[config.mk]
export PLATFORM = sky130hd
export DESIGN_NAME = mem_stage
export DESIGN_NICKNAME = d
export VERILOG_FILES = /design/src/rtl/mem_stage.sv
export SDC_FILE = /design/constraint.sdc
export NUM_CORES = 1
export LEC_CHECK = 0
export CORE_MARGIN = 2
export CORE_UTILIZATION = 43
export CTS_CLUSTER_DIAMETER = 50
export DETAILED_ROUTE_END_ITERATION = 16
export GPL_ROUTABILITY_DRIVEN = 1
export PLACE_DENSITY = 0.81
export SLEW_MARGIN = 10
export SYNTH_ARGS = -nofsm -noshare
export SYNTH_HDL_FRONTEND = slang
export SYNTH_SLANG_ARGS = --single-unit
[constraint.sdc]
create_clock -name clk -period 2.89 [get_ports clk]
set_clock_uncertainty 0.15 [all_clocks]
set_input_delay 0.7225 -clock clk [delete_from_list [all_inputs] [get_ports clk]]
set_output_delay 0.7225 -clock clk [all_outputs]
set_load 0.01 [all_outputs]
[src/rtl/mem_stage.sv]
// MEM pipeline stage: load/store over a req/ack data bus with lane alignment and a watchdog.
// Optional build macro MEM_MISALIGN_TRAP_EN adds the misalign trap output.
//
// state | meaning
// IDLE  | pass-through, or accept a memory op and latch its bus fields
// BUSY  | bus request held until ack or watchdog expiry
// DONE  | present load result to MEM/WB until the stage is released
module mem_stage #(
  parameter int unsigned MAX_WAIT = 255
) (
  input  logic        clk,
  input  logic        rst,
  input  logic [5:0]  stall,
  input  logic [4:0]  mem_aluop,
  input  logic [31:0] mem_mem_addr,
  input  logic [31:0] mem_reg2,
  input  logic [4:0]  mem_wd,
  input  logic        mem_wreg,
  input  logic [31:0] mem_wdata,
  output logic [4:0]  wb_wd,
  output logic        wb_wreg,
  output logic [31:0] wb_wdata,
  output logic        stallreq_mem,
  output logic        dbus_req,
  output logic        dbus_we,
  output logic [31:0] dbus_addr,
  output logic [3:0]  dbus_be,
  output logic [31:0] dbus_wdata,
  input  logic        dbus_ack,
  input  logic [31:0] dbus_rdata,
  output logic        bus_err
`ifdef MEM_MISALIGN_TRAP_EN
  ,
  output logic        misalign
`endif
);

  localparam logic [4:0] OP_LB  = 5'h10;
  localparam logic [4:0] OP_LH  = 5'h11;
  localparam logic [4:0] OP_LW  = 5'h12;
  localparam logic [4:0] OP_LBU = 5'h13;
  localparam logic [4:0] OP_LHU = 5'h14;
  localparam logic [4:0] OP_SB  = 5'h15;
  localparam logic [4:0] OP_SH  = 5'h16;
  localparam logic [4:0] OP_SW  = 5'h17;

  localparam logic [7:0] WAIT_INIT = 8'(MAX_WAIT);
  localparam bit         WD_EN     = (MAX_WAIT != 0);

  typedef enum logic [1:0] {IDLE, BUSY, DONE} state_t;

  state_t      state_q, state_d;
  logic [7:0]  wait_q, wait_d;
  logic [4:0]  op_q;
  logic [1:0]  lo_q;
  logic        we_q;
  logic [31:0] addr_q;
  logic [3:0]  be_q;
  logic [31:0] wdata_q;
  logic [31:0] load_q;

  logic        is_load, is_store, is_mem, trap;
  logic        launch, timeout;
  logic [3:0]  be_c;
  logic [31:0] wdata_c;
  logic        unused_stall;

  assign unused_stall = ^{stall[5], stall[3:0]};

  function automatic logic op_is_load(input logic [4:0] op);
    return (op >= OP_LB) && (op <= OP_LHU);
  endfunction

  function automatic logic [31:0] extract(input logic [4:0] op, input logic [1:0] lo,
                                          input logic [31:0] rdata);
    logic [7:0]  b;
    logic [15:0] h;
    b = 8'(rdata >> {lo, 3'b000});
    h = lo[1] ? rdata[31:16] : rdata[15:0];
    case (op)
      OP_LB:   return {{24{b[7]}}, b};
      OP_LBU:  return {24'h0, b};
      OP_LH:   return {{16{h[15]}}, h};
      OP_LHU:  return {16'h0, h};
      default: return rdata;
    endcase
  endfunction

  assign is_load  = op_is_load(mem_aluop);
  assign is_store = (mem_aluop >= OP_SB) && (mem_aluop <= OP_SW);
  assign is_mem   = is_load || is_store;

`ifdef MEM_MISALIGN_TRAP_EN
  assign trap = (((mem_aluop == OP_LH) || (mem_aluop == OP_LHU) || (mem_aluop == OP_SH))
                 && mem_mem_addr[0])
             || (((mem_aluop == OP_LW) || (mem_aluop == OP_SW)) && (mem_mem_addr[1:0] != 2'b00));
  assign misalign = rst && (state_q == IDLE) && is_mem && trap;
`else
  assign trap = 1'b0;
`endif

  always_comb begin
    be_c    = 4'b1111;
    wdata_c = mem_reg2;
    case (mem_aluop)
      OP_SB: begin
        be_c    = 4'b0001 << mem_mem_addr[1:0];
        wdata_c = {4{mem_reg2[7:0]}};
      end
      OP_SH: begin
        be_c    = mem_mem_addr[1] ? 4'b1100 : 4'b0011;
        wdata_c = {2{mem_reg2[15:0]}};
      end
      default: ;
    endcase
  end

  always_comb begin
    state_d      = state_q;
    wait_d       = wait_q;
    launch       = 1'b0;
    timeout      = 1'b0;
    wb_wd        = mem_wd;
    wb_wreg      = 1'b0;
    wb_wdata     = '0;
    stallreq_mem = 1'b0;
    dbus_req     = 1'b0;
    dbus_we      = 1'b0;
    dbus_addr    = '0;
    dbus_be      = '0;
    dbus_wdata   = '0;
    bus_err      = 1'b0;
    case (state_q)
      IDLE: begin
        if (!is_mem) begin
          wb_wreg  = mem_wreg;
          wb_wdata = mem_wdata;
        end else if (!trap) begin
          stallreq_mem = 1'b1;
          wb_wdata     = mem_wdata;
          launch       = 1'b1;
          wait_d       = WAIT_INIT;
          state_d      = BUSY;
        end
      end
      BUSY: begin
        dbus_req     = 1'b1;
        dbus_we      = we_q;
        dbus_addr    = addr_q;
        dbus_be      = be_q;
        dbus_wdata   = wdata_q;
        stallreq_mem = 1'b1;
        if (dbus_ack) begin
          state_d = DONE;
        end else if (WD_EN && (wait_q == 8'd0)) begin
          timeout = 1'b1;
          bus_err = 1'b1;
          state_d = DONE;
        end else if (WD_EN) begin
          wait_d = wait_q - 8'd1;
        end
      end
      DONE: begin
        if (op_is_load(op_q)) begin
          wb_wreg  = mem_wreg;
          wb_wdata = load_q;
        end
        if (!stall[4]) state_d = IDLE;
      end
      default: state_d = IDLE;
    endcase
    // Outputs read zero for as long as reset is held, abandoning any access.
    if (!rst) begin
      wb_wd        = '0;
      wb_wreg      = 1'b0;
      wb_wdata     = '0;
      stallreq_mem = 1'b0;
      dbus_req     = 1'b0;
      dbus_we      = 1'b0;
      dbus_addr    = '0;
      dbus_be      = '0;
      dbus_wdata   = '0;
      bus_err      = 1'b0;
    end
  end

  always_ff @(posedge clk) begin
    if (!rst) begin
      state_q <= IDLE;
      wait_q  <= '0;
      op_q    <= '0;
      lo_q    <= '0;
      we_q    <= 1'b0;
      addr_q  <= '0;
      be_q    <= '0;
      wdata_q <= '0;
      load_q  <= '0;
    end else begin
      state_q <= state_d;
      wait_q  <= wait_d;
      if (launch) begin
        op_q    <= mem_aluop;
        lo_q    <= mem_mem_addr[1:0];
        we_q    <= is_store;
        addr_q  <= {mem_mem_addr[31:2], 2'b00};
        be_q    <= be_c;
        wdata_q <= wdata_c;
      end
      if (state_q == BUSY && dbus_ack) load_q <= extract(op_q, lo_q, dbus_rdata);
      else if (timeout) load_q <= '0;
    end
  end

endmodule

==> results of run 1 <==
metal layers:
layer	global-route usage	routed length, µm
met3	0.07342	1539
met4	0.1106	603
met2	0.4295	9518
met1	0.3450	8608
met5	0	0
state kept, by name, indices dropped and copies added, names as in the netlist:
signal	flops
load_q	32
wdata_q	32
addr_q	30
wait_q	8
op_q	5
be_q	4
lo_q	2
state_q	2
we_q	1
logic make-up (layout without fill, tap and decap cells):
group | after synthesis | count (layout) | synth area share
other | 1 | 2 | 0.0006200
multiplexers | 19 | 19 | 0.03393
adder cells (fa/ha/maj) | 1 | 1 | 0.002068
XOR/XNOR | 2 | 2 | 0.002897
buffers and inverters | 74 | 333 | 0.05234
AO/OA/AOI/OAI | 252 | 252 | 0.2931
flip-flops | 116 | 116 | 0.3839
AND/OR/NAND/NOR | 282 | 282 | 0.2311
placed cells by master, fill, tap and decap left out, types with 5 or more instances in the layout:
| cell type | synthesis | final |
|---|---|---|
| dlygate4sd2_1 | 0 | 63 |
| a221oi_1 | 8 | 8 |
| o21ai_1 | 37 | 37 |
| o21ai_0 | 25 | 25 |
| clkdlybuf4s50_1 | 0 | 145 |
| mux2i_1 | 16 | 16 |
| clkbuf_1 | 48 | 5 |
| nand2_1 | 125 | 124 |
| clkbuf_8 | 0 | 5 |
| nand2b_1 | 5 | 5 |
| nor2_1 | 34 | 33 |
| buf_12 | 0 | 6 |
| a22o_1 | 8 | 8 |
| o21a_1 | 13 | 13 |
| a21oi_1 | 19 | 19 |
| o2bb2ai_1 | 23 | 23 |
| o221a_1 | 7 | 7 |
| nor2b_1 | 10 | 9 |
| clkbuf_2 | 0 | 13 |
| clkbuf_16 | 0 | 19 |
| dfxtp_1 | 116 | 114 |
| nor3_1 | 7 | 6 |
| buf_2 | 19 | 20 |
| a21boi_1 | 46 | 46 |
| a31oi_1 | 14 | 14 |
| dlymetal6s2s_1 | 0 | 8 |
| and2_1 | 77 | 76 |
| a22oi_1 | 32 | 32 |
| buf_4 | 2 | 36 |
timing repair:
action / in CTS / in global routing
gates resized for setup: 165 / 38
buffers inserted: 3 / 1
cloned: 1 / 2
endpoints found under the setup margin: 103 / 40
pin swaps: 1 / 3
worst max-delay path, cell delays in order:
cell and delay (ns):
clkdlybuf4s50_1 0.42, nor2b_4 0.15, nor3_2 0.14, nor2_1 0.09, nor3b_2 0.20, clkdlybuf4s15_2 0.25
area by class of cell:
| cell class | count | share of cell area |
|---|---|---|
| flip-flops and latches | 116 | 0.2486 |
| repair buffers | 299 | 0.2987 |
| well taps | 180 | 0.02406 |
| clock buffers | 27 | 0.05480 |
| clock inverters | 4 | 0.004812 |
| multi-input cells | 558 | 0.3678 |
| inverters | 3 | 0.001203 |
power breakdown:
group / total, mW / switching [mW] / internal (mW)
logic: 0.809 / 0.383 / 0.426
registers: 1.75 / 0.0559 / 1.69
clock network: 1.98 / 0.695 / 1.29
final timing paths:
| path | to | slack, ns | depth (start not counted) |
|---|---|---|---|
| min | addr_q[27]$_SDFFE_PN0P_ | 0.30 | 2 |
| max | wb_wreg | 0.04 | 6 |
| max reg2reg | load_q[15]$_SDFFE_PN0P_ | 0.80 | 8 |
| min reg2reg | addr_q[27]$_SDFFE_PN0P_ | 0.30 | 2 |
==> flow_summary.toml, run 1 <==
[worst_setup_path]
arrival_ns = 1.97
cp-start-kind = "input port"
crit_type = "input port to output pin"
crit_path_start = "mem_aluop[4]"
worstPathRequired_ns = 2.02
r2r_start = "wait_q[0]$_SDFFE_PN0P_"
cp-end-kind = "output pin"
path_max_fanout = 3

[cells_and_area]
finish.utilization = 0.6770
nNetsFinal = 1144
fin_cells = 1187
drive_above_1_share = 0.1251
fillers = 1143
regArea_um2 = 2327
stdcell_area_um2 = 9361
multi_input_area_um2 = 3443
diodes = 0
area_growth_pct = 54.78

[timing]
setup_tns_ns = 0
finalSetupViolations = 0
period_needed_ns = 2.847
period_share = 0.9853
tightest_slew_ns = 0.6450
maxSlewHeadroom = 0.5691
grt_setup_unrepaired = "true"
drv_slew = 0
finalHoldViolCount = 0
fmax_ghz = 0.3512
setup_ws_ns = 0.04261
hold_slack_ns = 0.2952

[route]
drcViolationCount = 0
drt-initial-drc-count = 472
vias_per_cell = 5.394
detail-route-antenna-nets = 0
routed_wl_mm = 20.27
drtPass1Iterations = 5
via_count = 6403
wl_per_cell_um = 17.08

[yosys]
synthTopCellsByCount = "nand2_1 (125), dfxtp_1 (116), and2_1 (77)"
ys_types = 59
synth_top_area_cell = "dfxtp_1"
yosysSeqAreaShare = 0.3839
synth_edf_count = 0
synth_area_leaders = "dfxtp_1 (38%), and2_1 (8.0%), nand2_1 (7.8%), a21boi_1 (5.7%), a22oi_1 (4.0%)"
synth_top_area_share = 0.3839
synth-main-ff-cell = "dfxtp_1"
async_flop_share = 0
ys_seq_elements = 116
synth_most_common_cell = "nand2_1"
syn_inst = 747
ys_warn_count = 0
syn_area_per_cell_um2 = 8.097
synth_area_um2 = 6048

[floorplanning]
io_pins = 258
start_util = 0.4374
die_w_um = 122.6
dieArea_um2 = 15030
row_count = 43
fp.dieH_um = 122.6
core_um2 = 13830

[placed_design]
place_area_um2 = 8867
place_inst = 1149
dp_hpwl_mm = 14.01
dpl_worst_slack_ns = -0.3925
port_buffers = 250
place_congestion = 0.8222

[global_routing]
grt_usage = 0.2698
grt_pass1_wl_mm = 31.60
grt_max_degree = 71
grt_overflow = 0
antenna_found_initial = 0
grt_pass1_vias = 6181

[cts]
clockRootBuffer = "clkbuf_16"
cts_tree = "done"
clock-sinks = 116
cts_buffers = 17
insertion_delay_ns = 0.41
hold_buffers = 0
path_clk_slew_ns = 0.05
cts_buffer_depth = 2
ctsHtreeMaxLevel = 4

[power_and_ir_drop]
total_power_mw = 4.537
ir_drop_mv = 0.3596
cellLeakagePower_nw = 4.089
powerDensity_nw_per_um2 = 484.7

[worst_hold_path]
min_from = "addr_q[27]$_SDFFE_PN0P_"
hold_path_class = "flop to flop"

[outcome]
status = "completed"

[job]
maxCapViolCount = 0
(Power assumes the default switching activity.)
==> inputs of run 2 (changes only) <==
CORE_ASPECT_RATIO = 0.8   (was not set)
==> run 2 against run 1 <==
  * Sequential share of layout area shrank 0.33 points
  * Global-route usage barely moved
  * Total power rose by 12%
  * Combinational power up 0.7%
  * Register-to-register slack got worse by 0.15 ns
  * Wire length grew 2.6%
  * First-iteration DRC count is 45% higher
  * Cell count increased by 0.25%
  * Critical path type is now flop to output pin
  * Critical endpoint is now wb_wdata[10]
  * Largest power group unchanged
  * Highest routed layer unchanged
==> flow_summary.toml, run 2 (synthesis gave the netlist of run 1 again) <==
[outcome]
status = "completed"

[global_routing]
grt_max_degree = 56
grt_pass1_wl_mm = 31.46
grt_pass1_vias = 6004
grt_usage = 0.2693
antenna_found_initial = 0
grt_overflow = 0

[worst_hold_path]
min_from = "addr_q[13]$_SDFFE_PN0P_"
hold_path_class = "flop to flop"

[worst_setup_path]
cp-start-kind = "flop"
crit_path_max_incr_delay_ns = 0.31
crit_type = "flop to output pin"
arrival_ns = 2.00
crit_top_cell = "buf_6"
path_cells = "o21a_1 > nor4b_4 > buf_4 > buf_16 > buf_6 > buf_6 > a22oi_1 > nor2_1 > buf_2"
r2r_start = "wait_q[0]$_SDFFE_PN0P_"
path_max_fanout = 4
worstPathRequired_ns = 2.02
crit_path_start = "op_q[0]$_SDFFE_PN0P_"
path_buf_inv = 5
slowest_stage = "dfxtp_2"
cp-end-kind = "output pin"
crit_family = "buffers and inverters"

[floorplanning]
start_util = 0.4432
dieArea_um2 = 15040
core_um2 = 13650
io_pins = 258
fp.dieH_um = 110.1
row_count = 38
die_w_um = 136.6

[timing]
finalSetupViolations = 0
drv_slew = 0
period_share = 0.9937
period_needed_ns = 2.872
hold_slack_ns = 0.2954
fmax_ghz = 0.3482
tightest_slew_ns = 0.6384
maxSlewHeadroom = 0.5735
grt_setup_unrepaired = "true"
finalHoldViolCount = 0

[route]
via_count = 6483
wl_per_cell_um = 17.48
drcViolationCount = 0
drt-initial-drc-count = 684
detail-route-antenna-nets = 0
routed_wl_mm = 20.81
drtPass1Iterations = 5
vias_per_cell = 5.448

[cts]
cts_buffer_depth = 2
cts_buffers = 17
clock-sinks = 116
ctsHtreeMaxLevel = 4
insertion_delay_ns = 0.41
path_clk_slew_ns = 0.05
clockRootBuffer = "clkbuf_16"
cts_tree = "done"
hold_buffers = 0

[cells_and_area]
reg.largest.list = "load_q x32, wdata_q x32, addr_q x30"
final_cell_mix = "clkdlybuf4s50_1 (151), nand2_1 (124), dfxtp_1 (112)"
drive_above_1_share = 0.1337
layout.cells.most_common = "clkdlybuf4s50_1"
stdcell_area_um2 = 9497
area_growth_pct = 57.01
nNetsFinal = 1146
finish.utilization = 0.6959
diodes = 0
fillers = 1093

[placed_design]
port_buffers = 250
place_congestion = 0.8920
dp_hpwl_mm = 14.25
place_area_um2 = 8815

[job]
maxCapViolCount = 0

[power_and_ir_drop]
powerDensity_nw_per_um2 = 534.1
cellLeakagePower_nw = 4.026
ir_drop_mv = 0.4709
run 2: metrics by stage:
step                      power, mW  instances  setup WS [ns]  setup TNS, ns
after floorplan               2.164        748         0.3014              0
after global placement        2.584       1142        -0.4346        -0.7510
after detailed placement      2.595       1142        -0.3821        -0.9558
after CTS                     5.085       1189       -0.03452       -0.03452
after global routing          5.270       1190       -0.08354        -0.1954
final                         5.073       1190        0.01818              0
run 2: cell type report:
cell class	instances	area (µm²)	share of cell area
clock buffers	17	425.4	0.04480
well taps	180	225.2	0.02372
repair buffers	301	2784	0.2931
clock inverters	15	277.8	0.02925
multi-input cells	558	3443	0.3626
flip-flops and latches	116	2330	0.2453
inverters	3	11.26	0.001186
run 2: final timing paths:
check,endpoint,slack (ns),cells past startpoint
max,wb_wdata[10],0.02,9
min,addr_q[13]$_SDFFE_PN0P_,0.30,2
max reg2reg,load_q[31]$_SDFFE_PN0P_,0.65,9
min reg2reg,addr_q[13]$_SDFFE_PN0P_,0.30,2
run 2: timing repair:
| action | CTS | global route |
|---|---|---|
| cloned | 4 | 1 |
| gates resized for setup | 173 | 29 |
| setup endpoints to repair | 103 | 26 |
| pin swaps | 6 | 7 |
| setup buffers | 11 | 2 |
run 2: power by group:
group	switching [mW]	total, mW	leakage (nW)	internal (mW)
sequential	0.0580	1.75	0.950	1.69
clock	0.796	2.51	0.334	1.71
combinational	0.389	0.815	2.74	0.426
run 2: tightest hold or removal path, delay by kind of cell (launching register included):
family           cells  cell delay (ns)
flip-flops           1             0.30
AND/OR/NAND/NOR      1             0.05
AO/OA/AOI/OAI        1             0.05
run 2: routing by layer:
| metal | part of all wire | global-route usage | vias to the layer above |
|---|---|---|---|
| met1 | 0.45 | 0.3691 | 3014 |
| met2 | 0.44 | 0.4075 | 304 |
| met4 | 0.015 | 0.07887 | 0 |
| li1 | - | - | 3139 |
| met5 | 0 | 0 | - |
| met3 | 0.095 | 0.08322 | 26 |
